$ cat config.mk
export PLATFORM = sky130hd
export DESIGN_NAME = dshade_seq
export DESIGN_NICKNAME = d
export VERILOG_FILES = /design/src/rtl/dshade_seq.sv
export SDC_FILE = /design/constraint.sdc
export NUM_CORES = 1
export LEC_CHECK = 0
export CAP_MARGIN = 10
export CORE_UTILIZATION = 58
export DETAILED_ROUTE_END_ITERATION = 10
export PLACE_DENSITY = 0.86
export SLEW_MARGIN = 25
export SYNTH_ARGS = -nofsm -noshare
export SYNTH_HDL_FRONTEND = slang
export SYNTH_SLANG_ARGS = --single-unit
$ cat constraint.sdc
create_clock -name sys_clk -period 26.2 [get_ports sys_clk]
set_clock_uncertainty 0.2 [all_clocks]
set_input_delay 5.24 -clock sys_clk [delete_from_list [all_inputs] [get_ports sys_clk]]
set_output_delay 5.24 -clock sys_clk [all_outputs]
set_load 0.01 [all_outputs]
$ cat src/rtl/dshade_seq.sv
// Gouraud interpolation sequencer: NCH lane accumulators in IW.FW fixed point.
// Each accepted write emits the lane integers, then steps fraction and integer on two ticks.
module dshade_lane #(
  parameter int IW = 8,
  parameter int FW = 16
) (
  input  logic             clk_i,
  input  logic             rst_i,
  input  logic             acc_ld_i,
  input  logic             inc_ld_i,
  input  logic [IW+FW-1:0] acc_din_i,
  input  logic [IW+FW-1:0] inc_din_i,
  input  logic             step_frac_i,
  input  logic             step_int_i,
  input  logic             clamp_en_i,
  output logic [IW-1:0]    int_o
);
  localparam int W = IW + FW;

  logic [IW-1:0] int_q, int_d;
  logic [FW-1:0] frac_q, frac_d;
  logic [W-1:0]  inc_q, inc_d;
  logic          carry_q, carry_d;
  logic [FW:0]   fsum;
  logic [IW:0]   isum;
  logic          inc_neg;

  assign inc_neg = inc_q[W-1];
  assign fsum    = {1'b0, frac_q} + {1'b0, inc_q[FW-1:0]};
  // int + sign-extended increment + carry; bit IW flags out-of-range for either sign
  assign isum    = {1'b0, int_q} + {inc_neg, inc_q[W-1:FW]} + {{IW{1'b0}}, carry_q};
  assign int_o   = int_q;

  always_comb begin
    int_d   = int_q;
    frac_d  = frac_q;
    carry_d = carry_q;
    inc_d   = inc_ld_i ? inc_din_i : inc_q;
    if (acc_ld_i) begin
      int_d  = acc_din_i[W-1:FW];
      frac_d = acc_din_i[FW-1:0];
    end else if (step_frac_i) begin
      frac_d  = fsum[FW-1:0];
      carry_d = fsum[FW];
    end else if (step_int_i) begin
      if (clamp_en_i && isum[IW] && !inc_neg) begin
        int_d  = {IW{1'b1}};
        frac_d = {FW{1'b1}};
      end else if (clamp_en_i && isum[IW] && inc_neg) begin
        int_d  = '0;
        frac_d = '0;
      end else begin
        int_d = isum[IW-1:0];
      end
    end
  end

  always_ff @(posedge clk_i or posedge rst_i) begin
    if (rst_i) begin
      int_q   <= '0;
      frac_q  <= '0;
      inc_q   <= '0;
      carry_q <= 1'b0;
    end else begin
      int_q   <= int_d;
      frac_q  <= frac_d;
      inc_q   <= inc_d;
      carry_q <= carry_d;
    end
  end
endmodule

module dshade_seq #(
  parameter int NCH = 4,
  parameter int IW  = 8,
  parameter int FW  = 16
) (
  input  logic                  sys_clk,
  input  logic                  reset,
  input  logic                  cmd_ld,
  input  logic [1:0]            cmd_din,
  input  logic                  acc_ld,
  input  logic [NCH*(IW+FW)-1:0] acc_din,
  input  logic                  inc_ld,
  input  logic [NCH*(IW+FW)-1:0] inc_din,
  input  logic                  wr_valid,
  output logic                  wr_ready,
  output logic                  pix_valid,
  output logic [NCH*IW-1:0]     pix_data,
  output logic                  busy
);
  localparam int W = IW + FW;

  typedef enum logic [1:0] {S_IDLE, S_FRAC, S_INT} state_t;

  state_t              state_q, state_d;
  logic [1:0]          mode_q;
  logic                pix_valid_q;
  logic [NCH*IW-1:0]   pix_data_q;
  logic [NCH*IW-1:0]   lane_int;
  logic                accept, step_frac, step_int;

  always_ff @(posedge sys_clk or posedge reset) begin
    if (reset) state_q <= S_IDLE;
    else       state_q <= state_d;
  end

  // acc_ld overrides everything: a coincident accept or an in-flight step goes back to IDLE
  always_comb begin
    state_d = state_q;
    case (state_q)
      S_IDLE:  if (accept && mode_q[0] && !acc_ld) state_d = S_FRAC;
      S_FRAC:  state_d = acc_ld ? S_IDLE : S_INT;
      S_INT:   state_d = S_IDLE;
      default: state_d = S_IDLE;
    endcase
  end

  always_comb begin
    wr_ready  = (state_q == S_IDLE);
    busy      = (state_q != S_IDLE);
    step_frac = (state_q == S_FRAC);
    step_int  = (state_q == S_INT);
    accept    = wr_valid && (state_q == S_IDLE);
  end

  always_ff @(posedge sys_clk or posedge reset) begin
    if (reset) begin
      mode_q      <= '0;
      pix_valid_q <= 1'b0;
      pix_data_q  <= '0;
    end else begin
      if (cmd_ld) mode_q <= cmd_din;
      pix_valid_q <= accept;
      if (accept) pix_data_q <= lane_int;
    end
  end

  assign pix_valid = pix_valid_q;
  assign pix_data  = pix_data_q;

  for (genvar k = 0; k < NCH; k++) begin : g_lane
    dshade_lane #(.IW(IW), .FW(FW)) u_lane (
      .clk_i       (sys_clk),
      .rst_i       (reset),
      .acc_ld_i    (acc_ld),
      .inc_ld_i    (inc_ld),
      .acc_din_i   (acc_din[k*W +: W]),
      .inc_din_i   (inc_din[k*W +: W]),
      .step_frac_i (step_frac),
      .step_int_i  (step_int),
      .clamp_en_i  (mode_q[1]),
      .int_o       (lane_int[k*IW +: IW])
    );
  end
endmodule

==> impl_metrics.json <==
{
  "outcome": "finished, final reports clean",
  "cts-root-buf": "clkbuf_16",
  "routed_via_density": 6.24,
  "cts_buffers": 26,
  "wl_per_cell_um": 19.8,
  "synthArstFlopShare_pct": 100,
  "leakage_nw": 7.60,
  "grt_pass1_vias": 12900,
  "fmax_mhz": 131,
  "overflow": 0,
  "max_slew_margin_pct": 30.1,
  "yosys.area.top_type": "dfrtp_1",
  "clk_path_buf_depth": 3,
  "setup_viol": 0,
  "setup.worst_path.end_class": "flop",
  "areaGrowthSynthToFinish_pct": 24.3,
  "path_max_fanout": 69,
  "drt_iter0_drc": 874,
  "criticalPathCategory": "primary input to flop",
  "clkLatencyLatePin_ns": 0.54,
  "hold_viol": 0,
  "netlist_top_cells_area": "dfrtp_1 41%, mux2_2 9.6%, ha_1 8.0%, o21ai_0 4.5%, a21oi_1 4.3%",
  "finalMaxSlewViolations": 0,
  "synth-seq-cells": 233,
  "setup_ws_ns": 18.59,
  "syn-num-nets": 1801,
  "fp-row-count": 57,
  "core_mm2": 0.0243,
  "syn_avg_cell_area_um2": 9.60,
  "pre_cts_slack_ns": 18.01,
  "placedCellCount": 2002,
  "drc": 0,
  "grt_setup_unrepaired": "no",
  "worstMarginPinSlew_ns": 1.04,
  "fin_tns_setup_ns": 0,
  "boundaryPins": 235,
  "ir_drop_uv": 58.1,
  "synth_edf_count": 0,
  "synthDistinctLibCells": 69,
  "grt_pass1_wl_mm": 65.9,
  "drv_cap": 0,
  "required_ns": 26.45,
  "grt_max_degree": 106,
  "postCtsSetupBuffers": 0,
  "fin_cells": 2050,
  "via_count": 12800,
  "cts_tree": "yes",
  "synth_area_mm2": 0.0144,
  "synth.most_common_cell": "dfrtp_1",
  "yosys_warnings": 0,
  "clk_pin_slew_ns": 0.06,
  "cts_sinks": 233,
  "seq_area_frac_synth_pct": 40.6,
  "layout.nets": 2011,
  "drt.antenna.violating_nets": 0,
  "dp_hpwl_mm": 28.3,
  "gp_routability_congestion": 0.964,
  "drt-pass1-iter-count": 6,
  "cts_hold_buffers": 0,
  "initial_core_util_pct": 59.1,
  "cts_resized": 0,
  "synth_top_cells_by_count": "233 x dfrtp_1, 128 x o21ai_0, 123 x a21oi_1",
  "die_width_um": 159,
  "dieArea_mm2": 0.0254,
  "portBuffers": 234,
  "min_path_type": "flop to flop",
  "grt.total_usage_pct": 32.1,
  "synth_top_area_share_pct": 40.6,
  "fin_crit_sh_pct": 29.1,
  "drive_above_1_share_pct": 11.8,
  "syn_inst": 1497,
  "fp.dieH_um": 159,
  "cts_max_level": 1,
  "layout_min_cycle_time_ns": 7.61,
  "powerDensity_mw_per_mm2": 69.4,
  "cp.arrival_ns": 7.87,
  "worstSetupStartpointType": "primary input",
  "ys.flop_type": "dfrtp_1",
  "antenna_found_initial": 1,
  "routed_wirelength_mm": 40.7
}
[power by group]
part | internal (W) | switching, W
combinational | 0.000200 | 0.000226
sequential | 0.000408 | 0.0000352
clock | 0.000222 | 0.000150
total | 0.000830 | 0.000412
[per-stage QoR]
step	utilization, %	area, µm²	total power [W]	hold slack [ns]
2_1_floorplan	-	14400	0.000731	0.253
3_3_place_gp	69.9	17000	0.000846	0.265
3_5_place_dp	69.9	17000	0.000863	0.275
4_1_cts	73.4	17900	0.00124	0.288
5_1_grt	73.5	17900	0.00131	0.315
6_report	73.5	17900	0.00124	0.286
[worst paths after layout]
check / from / end / slack, ns / cells past startpoint
setup / recovery: acc_ld / g_lane[1].u_lane.frac_q[5]$_DFFE_PP0P_ / 18.59 / 7
hold / removal: g_lane[0].u_lane.frac_q[11]$_DFFE_PP0P_ / g_lane[0].u_lane.frac_q[11]$_DFFE_PP0P_ / 0.29 / 2
setup reg to reg: g_lane[1].u_lane.carry_q$_DFFE_PP0P_ / g_lane[1].u_lane.frac_q[5]$_DFFE_PP0P_ / 21.79 / 11
hold reg to reg: g_lane[0].u_lane.frac_q[11]$_DFFE_PP0P_ / g_lane[0].u_lane.frac_q[11]$_DFFE_PP0P_ / 0.29 / 2
max in group asynchronous: reset / g_lane[2].u_lane.inc_q[1]$_DFFE_PP0P_ / 19.30 / 3
min in group asynchronous: reset / g_lane[3].u_lane.int_o[3]$_DFFE_PP0P_ / 5.04 / 2
[logic make-up (layout without fill, tap and decap cells)]
group / after synthesis / after routing / synth area share (%)
AO/OA/AOI/OAI: 496 / 496 / 22.0
AND/OR/NAND/NOR: 351 / 351 / 11.2
flip-flops: 233 / 233 / 40.6
buffers and inverters: 135 / 363 / 3.57
multiplexers: 128 / 128 / 9.97
adder cells (fa/ha/maj): 104 / 104 / 9.68
XOR/XNOR: 50 / 50 / 3.05
other: 0 / 1 / 0
[critical path, stage by stage]
cell	delay [ns]
buf_2	0.12
inv_2	0.05
buf_4	0.66
nand2_1	0.45
nor3b_1	0.93
nor2_1	0.21
a21oi_1	0.19
[layout by cell type, fill, tap and decap left out, drive strengths merged, types with 34 or more instances in the layout]
cell	count
clkbuf	39
ha	92
o22ai	34
a21oi	124
o21ai	128
clkdlybuf4s50	232
nor2	108
inv	64
mux2	122
nand2	116
dfrtp	233
[flip-flops by register name (all words and copies together) (netlist names)]
signal	count
g_lane.u_lane.carry_q	4
g_lane.u_lane.frac_q	64
g_lane.u_lane.inc_q	96
g_lane.u_lane.int_o	32
mode_q	2
pix_data	32
pix_valid	1
state_q	2
[routing by layer]
layer	vias to the layer above	GRT usage (%)	share of wire, %
li1	5912	-	-
met1	6135	44.0	43
met2	628	51.7	46
met3	111	4.61	7.8
met4	0	12.7	4.0
met5	-	0	0
[area by class of cell]
cell class              count  area, µm²
multi-input cells        1129       8050
fillers                  1731       6440
flip-flops and latches    233       5830
repair buffers            252       2470
clock buffers              39        811
well taps                 324        405
inverters                  65        251
clock inverters             7       60.1
diodes                      1       2.50
Power figures use the tool's default switching activity.
